[src/rtl/pong_pkg.sv]
// Shared constants for the pong rally controller.
//   - FSM state codes (exposed on the controller's 'state' output)
//   - player identifiers used for server / scorer / winner
//   - step_period(): cycles per ball step at a given speed level
package pong_pkg;

  localparam logic [2:0] ST_IDLE     = 3'd0;
  localparam logic [2:0] ST_SERVE    = 3'd1;
  localparam logic [2:0] ST_MOVE_R   = 3'd2;
  localparam logic [2:0] ST_MOVE_L   = 3'd3;
  localparam logic [2:0] ST_POINT    = 3'd4;
  localparam logic [2:0] ST_GAMEOVER = 3'd5;

  localparam logic LEFT  = 1'b0;
  localparam logic RIGHT = 1'b1;

  // Each level halves the step period.
  function automatic int unsigned step_period(input int unsigned base,
                                              input int unsigned lvl);
    return base >> lvl;
  endfunction

endpackage

[src/rtl/pong_step_timer.sv]
// Loadable down-counter that paces the ball.
//   Clk, Rst  : clock, synchronous active-high reset
//   load      : (re)start the interval; has priority over counting
//   load_val  : interval length in cycles (>= 1)
//   expire    : high in the last cycle of the interval
// A load of value P makes expire rise exactly P cycles later (P-1 for the
// counter, plus the final cycle where count == 0). The count rests at 0
// once expired, so expire stays high until the next load.
module pong_step_timer #(
  parameter int W = 3
) (
  input  logic         Clk,
  input  logic         Rst,
  input  logic         load,
  input  logic [W-1:0] load_val,
  output logic         expire
);

  logic [W-1:0] count;

  always_ff @(posedge Clk) begin
    if (Rst) begin
      count <= '0;
    end else if (load) begin
      count <= load_val - W'(1);
    end else if (count != '0) begin
      count <= count - W'(1);
    end
  end

  assign expire = (count == '0);

endmodule

[src/rtl/pong_rally_controller.sv]
// Two-player Pong rally controller for an N_LEDS LED bar.
//   Clk, Rst          : clock, synchronous active-high reset
//   start             : start / restart (rising edge, IDLE or GAMEOVER only)
//   p_left, p_right   : paddle buttons (rising edge used)
//   out               : LED bar; bit N_LEDS-1 is the left end
//   score_l, score_r  : player scores, saturate at WIN_SCORE
//   level             : speed level, rises every HITS_PER_LEVEL returns
//   state             : FSM state code (pong_pkg ST_*)
//   game_over, winner : match result (winner 0 = left, 1 = right)
// Handshake note: there is no valid/ready traffic here; every input is a
// level whose rising edge is an event, and every output is a function of
// registered state, so an input edge shows up on the outputs one cycle later.
module pong_rally_controller
  import pong_pkg::*;
#(
  parameter int N_LEDS         = 8,
  parameter int BASE_PERIOD    = 4,
  parameter int MAX_LEVEL      = 2,
  parameter int HITS_PER_LEVEL = 2,
  parameter int WIN_SCORE      = 2,
  parameter int SERVE_CYCLES   = 3,
  parameter int POINT_CYCLES   = 2
) (
  input  logic                             Clk,
  input  logic                             Rst,
  input  logic                             start,
  input  logic                             p_left,
  input  logic                             p_right,
  output logic [N_LEDS-1:0]                out,
  output logic [$clog2(WIN_SCORE+1)-1:0]   score_l,
  output logic [$clog2(WIN_SCORE+1)-1:0]   score_r,
  output logic [$clog2(MAX_LEVEL+1)-1:0]   level,
  output logic [2:0]                       state,
  output logic                             game_over,
  output logic                             winner
);

  localparam int SW   = $clog2(WIN_SCORE + 1);
  localparam int LW   = $clog2(MAX_LEVEL + 1);
  localparam int HW   = $clog2(HITS_PER_LEVEL + 1);
  localparam int TW   = $clog2(BASE_PERIOD + 1);
  localparam int PW   = $clog2(N_LEDS);
  localparam int CMAX = (SERVE_CYCLES > POINT_CYCLES) ? SERVE_CYCLES : POINT_CYCLES;
  localparam int CW   = $clog2(CMAX + 1);

  localparam logic [PW-1:0]     LEFT_END = PW'(N_LEDS - 1);
  localparam logic [N_LEDS-1:0] HALF_L   = {{(N_LEDS/2){1'b1}}, {(N_LEDS/2){1'b0}}};
  localparam logic [N_LEDS-1:0] HALF_R   = ~HALF_L;
  localparam logic [N_LEDS-1:0] ONE_LED  = {{(N_LEDS-1){1'b0}}, 1'b1};

  logic [PW-1:0] pos;
  logic          server;
  logic          scorer;
  logic [HW-1:0] hits;
  logic [CW-1:0] cnt;
  logic          start_d, pl_d, pr_d;

  logic          rise_start, rise_l, rise_r;
  logic          moving, recv_rise, at_end;
  logic [PW-1:0] recv_end;
  logic          hit, fault, step;
  logic [HW-1:0] hits_inc;
  logic          level_up;
  logic [LW-1:0] hit_level;
  logic          serve_done;
  logic          timer_load, expire;
  logic [TW-1:0] timer_val;
  logic          scorer_now;
  logic [SW-1:0] scorer_score;

  assign rise_start = start   & ~start_d;
  assign rise_l     = p_left  & ~pl_d;
  assign rise_r     = p_right & ~pr_d;

  // Only the receiving player's button matters while the ball is moving.
  assign moving    = (state == ST_MOVE_R) || (state == ST_MOVE_L);
  assign recv_rise = (state == ST_MOVE_R) ? rise_r : rise_l;
  assign recv_end  = (state == ST_MOVE_R) ? '0 : LEFT_END;
  assign at_end    = (pos == recv_end);

  // A press always takes priority over a simultaneous timer expiry.
  assign hit   = moving & recv_rise & at_end;
  assign fault = moving & ((recv_rise & ~at_end) | (~recv_rise & expire & at_end));
  assign step  = moving & ~recv_rise & expire & ~at_end;

  assign hits_inc  = hits + HW'(1);
  assign level_up  = (hits_inc == HW'(HITS_PER_LEVEL));
  assign hit_level = (level_up && (level != LW'(MAX_LEVEL))) ? level + LW'(1) : level;

  assign serve_done = (state == ST_SERVE) && (cnt == '0);

  // Timer restarts at ball launch, after each step and after each hit
  // (a hit may already have raised the level, so use the new period).
  assign timer_load = serve_done | step | hit;
  assign timer_val  = TW'(step_period(BASE_PERIOD, hit ? 32'(hit_level) : 32'(level)));

  // The player opposite the receiver takes the point.
  assign scorer_now   = (state == ST_MOVE_R) ? LEFT : RIGHT;
  assign scorer_score = (scorer == LEFT) ? score_l : score_r;

  pong_step_timer #(.W(TW)) u_timer (
    .Clk      (Clk),
    .Rst      (Rst),
    .load     (timer_load),
    .load_val (timer_val),
    .expire   (expire)
  );

  always_ff @(posedge Clk) begin
    if (Rst) begin
      state   <= ST_IDLE;
      pos     <= '0;
      server  <= LEFT;
      scorer  <= LEFT;
      winner  <= LEFT;
      score_l <= '0;
      score_r <= '0;
      level   <= '0;
      hits    <= '0;
      cnt     <= '0;
      start_d <= 1'b0;
      pl_d    <= 1'b0;
      pr_d    <= 1'b0;
    end else begin
      start_d <= start;
      pl_d    <= p_left;
      pr_d    <= p_right;
      case (state)
        ST_IDLE, ST_GAMEOVER: begin
          if (rise_start) begin
            score_l <= '0;
            score_r <= '0;
            level   <= '0;
            hits    <= '0;
            server  <= LEFT;
            pos     <= LEFT_END;
            cnt     <= CW'(SERVE_CYCLES - 1);
            state   <= ST_SERVE;
          end
        end
        ST_SERVE: begin
          if (cnt == '0) begin
            state <= (server == LEFT) ? ST_MOVE_R : ST_MOVE_L;
          end else begin
            cnt <= cnt - CW'(1);
          end
        end
        ST_MOVE_R, ST_MOVE_L: begin
          if (hit) begin
            state <= (state == ST_MOVE_R) ? ST_MOVE_L : ST_MOVE_R;
            hits  <= level_up ? '0 : hits_inc;
            level <= hit_level;
          end else if (fault) begin
            scorer <= scorer_now;
            if (scorer_now == LEFT) begin
              if (score_l != SW'(WIN_SCORE)) score_l <= score_l + SW'(1);
            end else begin
              if (score_r != SW'(WIN_SCORE)) score_r <= score_r + SW'(1);
            end
            level <= '0;
            hits  <= '0;
            cnt   <= CW'(POINT_CYCLES - 1);
            state <= ST_POINT;
          end else if (step) begin
            pos <= (state == ST_MOVE_R) ? pos - PW'(1) : pos + PW'(1);
          end
        end
        ST_POINT: begin
          if (cnt != '0) begin
            cnt <= cnt - CW'(1);
          end else if (scorer_score == SW'(WIN_SCORE)) begin
            winner <= scorer;
            state  <= ST_GAMEOVER;
          end else begin
            // The player who lost the point serves from their own end.
            server <= ~scorer;
            pos    <= (scorer == LEFT) ? '0 : LEFT_END;
            cnt    <= CW'(SERVE_CYCLES - 1);
            state  <= ST_SERVE;
          end
        end
        default: state <= ST_IDLE;
      endcase
    end
  end

  always_comb begin
    out = '0;
    case (state)
      ST_SERVE, ST_MOVE_R, ST_MOVE_L: out = ONE_LED << pos;
      ST_POINT:                       out = (scorer == LEFT) ? HALF_L : HALF_R;
      ST_GAMEOVER:                    out = (winner == LEFT) ? HALF_L : HALF_R;
      default:                        out = '0;
    endcase
  end

  assign game_over = (state == ST_GAMEOVER);

endmodule

[config.mk]
export PLATFORM = sky130hd
export DESIGN_NAME = pong_rally_controller
export DESIGN_NICKNAME = d
export VERILOG_FILES = /design/src/rtl/pong_pkg.sv /design/src/rtl/pong_step_timer.sv /design/src/rtl/pong_rally_controller.sv
export SDC_FILE = /design/constraint.sdc
export NUM_CORES = 1
export LEC_CHECK = 0
export CAP_MARGIN = 15
export CORE_ASPECT_RATIO = 1.5
export CORE_MARGIN = 5
export CORE_UTILIZATION = 50
export DETAILED_ROUTE_END_ITERATION = 8
export GPL_TIMING_DRIVEN = 0
export PLACE_DENSITY = 0.82
export SYNTH_ARGS = -nofsm -noshare
export SYNTH_HDL_FRONTEND = slang
export SYNTH_SLANG_ARGS = --single-unit
[constraint.sdc]
create_clock -name Clk -period 2.7 [get_ports Clk]
set_input_delay 0.81 -clock Clk [delete_from_list [all_inputs] [get_ports Clk]]
set_output_delay 0.81 -clock Clk [all_outputs]
set_load 0.02 [all_outputs]
==> results of run 1 <==
## kinds of logic after synthesis
| group | after synthesis | synth area share (%) |
|---|---|---|
| buf+inv | 26 | 5.88 |
| fa+ha+maj | 8 | 5.75 |
| compound gates | 62 | 23.9 |
| xor+xnor | 5 | 2.34 |
| simple gates | 97 | 28.2 |
| mux | 11 | 7.15 |
| flops | 25 | 26.7 |
## worst max-delay path, stage by stage
cell and delay (ps):
dlygate4sd2_1 220, nor3b_4 220, buf_4 170, o221a_4 250
nand3_1 220, xnor2_2 240, mux2i_1 110, or2_1 250
ha_4 180, inv_4 50, nand3_2 40, nor3b_2 170
## state kept, by name, indices dropped and copies added, names as in the netlist, 2 cells and up
name / flops
score_r: 2
hits: 2
pos: 3
score_l: 2
u_timer.count: 3
state: 3
cnt: 2
level: 2
## stage by stage
stage          hold slack [ps]  setup slack (ps)  TNS [ps]
2_1_floorplan              458             -65.9     -65.9
3_3_place_gp               469              -776     -6040
3_5_place_dp               467              -764     -6100
4_1_cts                    485             -7.73     -7.73
5_1_grt                    523              -171      -192
6_report                   497             -64.9     -64.9
## repair_timing
| action | in CTS | in global routing |
|---|---|---|
| pin swaps | 7 | 4 |
| setup buffers | 12 | 3 |
| gates cloned | 0 | 0 |
| gates resized for setup | 59 | 24 |
| hold buffers | 0 | 0 |
| endpoints found under the setup margin | 15 | 11 |
## metal layers
metal / routed length (µm) / up-vias / GRT usage, % / share of wire, %
met5: 0 / - / 0 / 0
met4: 234 / 0 / 12.5 / 4.3
met3: 253 / 24 / 1.67 / 4.6
met2: 2960 / 77 / 38.8 / 54
met1: 2040 / 951 / 23.2 / 37
li1: - / 934 / - / -
## placed cells by master, fill, tap and decap left out, drive strengths merged, types with 2 or more instances in the layout
cell | Yosys | layout
nor3 | 8 | 8
o21ai | 11 | 11
o211ai | 2 | 2
or2 | 2 | 2
and2 | 2 | 2
clkbuf | 9 | 14
o22ai | 2 | 2
nand3 | 6 | 6
dlygate4sd2 | 0 | 2
a21oi | 14 | 14
a41oi | 2 | 2
nand2b | 7 | 7
xnor2 | 4 | 4
o31ai | 5 | 5
a311oi | 3 | 3
a31oi | 3 | 3
clkdlybuf4s50 | 0 | 12
ha | 7 | 7
inv | 14 | 14
mux2i | 8 | 8
buf | 3 | 25
nor3b | 7 | 7
nor2b | 11 | 11
and3 | 2 | 2
dfxtp | 25 | 25
or3 | 6 | 6
mux2 | 3 | 3
a21bo | 2 | 2
a211o | 4 | 4
nand2 | 16 | 16
nor2 | 25 | 25
## layout make-up
| class | count | area, µm² | area share, % |
|---|---|---|---|
| inverters | 14 | 55.1 | 2.27 |
| flip-flops and latches | 25 | 512 | 21.1 |
| repair buffers | 38 | 302 | 12.4 |
| clock buffers | 4 | 45.0 | 1.85 |
| well taps | 43 | 53.8 | 2.22 |
| multi-input cells | 183 | 1390 | 57.2 |
| plain buffers | 12 | 71.3 | 2.94 |
## power by group
group | total, mW | internal, mW | switching (mW) | leakage (nW)
Sequential | 0.541 | 0.458 | 0.0827 | 0.207
Combinational | 1.76 | 0.788 | 0.971 | 0.776
Clock | 0.237 | 0.106 | 0.131 | 0.0228
## final timing paths
kind,endpoint,slack (ps),start,cells after the start
setup / recovery,u_timer.count[2]$_SDFFE_PP0P_,-60,p_right,12
hold / removal,hits[1]$_SDFFE_PP0P_,500,hits[1]$_SDFFE_PP0P_,1
setup reg to reg,u_timer.count[2]$_SDFFE_PP0P_,-50,state[2]$_SDFFE_PP0P_,12
hold reg to reg,hits[1]$_SDFFE_PP0P_,500,hits[1]$_SDFFE_PP0P_,1
==> reports/results.ini, run 1 <==
[status]
status=finished with violations
violations=setup timing

[cells_and_area]
synthToLayoutAreaGrowth_pct=29.7
final_core_util_pct=66.6
nFillCells=315
drive_above_1_share_pct=27.2
final_nets=290
stdcell_count=319
design_area_um2=2430
num_antenna_cells=0

[floorplanning]
ios=24
die_h_um=84.9
die_width_um=60.0
fp-row-count=27
die_area_um2=5090
start_util_pct=51.3
core_area_um2=3650

[global_route]
grt_max_degree=14
grt_pass1_wl_um=8580
antenna_found_initial=0
grt_overflow=0
grt_usage_pct=21.5
grt_pass1_vias=1896

[power]
power_mw=2.54
ir_drop_mv=0.691
power_density_nw_per_um2=1040
p_leak_nw=1.01

[logic_synthesis]
syn-num-nets=247
synthCells=234
synth_warnings=0
synthDistinctLibCells=60
syn_area_um2=1870
synth_top_area_share_pct=26.7
synthFlopType=dfxtp_1
ys_top_cells_by_area=dfxtp_1 (27%), nor2_1 (4.8%), ha_1 (4.7%), a21oi_1 (3.7%), mux2i_1 (3.7%)
yosysMostFrequentCell=dfxtp_1
synth_seq_cells=25
synth-edff-count=0
netlist.top_cell.by_area=dfxtp_1
ys_async_sr_fraction_pct=0
synth_area_per_cell_um2=8.00
synth_common_cells=dfxtp_1 (25), nor2_1 (24), nand2_1 (16), a21oi_1 (14), inv_1 (14)
yosysSeqAreaShare_pct=26.7

[place]
port-buffer-count=23
finalWeightedCongestion=0.931
dp.cells=300
placed_cell_area_um2=2160
hpwlAfterDp_um=3670

[timing]
finalCriticalPeriod_ps=2760
worst_pin_slew_ps=544
finClkSkew_ps=4.86
fin_crit_sh_pct=102
rsz0062_at_grt=yes
maxSlewViolCount=0
layout_setup_ws_ps=-64.9
fmax_mhz=362
max_slew_margin_pct=63.7
hold_viol_final=0
setup_viol_count_final=1

[worst_setup_path]
crit_type=input pin to flop
worstPathRequired_ps=2880
critPathLaunchType=input pin
cp-end-kind=flop
crit_path_max_fanout=7
cp.arrival_ps=2940

[detailed_routing]
final_antenna_net_count=0
viasPerCell=6.23
drc_errors=0
drt_iter0_markers=113
routed_wl_um=5490
vias=1986
wl_per_cell_um=17.2
first_pass_iters=5

[clocking]
cts_tree=built
clockRootBuffer=clkbuf_8
h-tree-depth=1
clk_path_buf_depth=2
clk_pin_slew_worst_paths_ps=90
cts-buffers-inserted=3
clk_latency_ps=280
cts_sinks=25

[worst_hold_path]
hp-class=flop to flop

[flow_run]
drv_cap=0

Power figures use the tool's default switching activity.
==> run 2, diff against run 1 <==
--- a/config.mk
+++ b/config.mk
@@ -5,7 +5,7 @@
 export SDC_FILE = /design/constraint.sdc
 export NUM_CORES = 1
 export LEC_CHECK = 0
-export CAP_MARGIN = 15
+export CAP_MARGIN = 20
 export CORE_ASPECT_RATIO = 1.5
 export CORE_MARGIN = 5
 export CORE_UTILIZATION = 50
==> results of run 2 <==
Same layout as run 1: the final DEF is identical, and so are final timing and power.
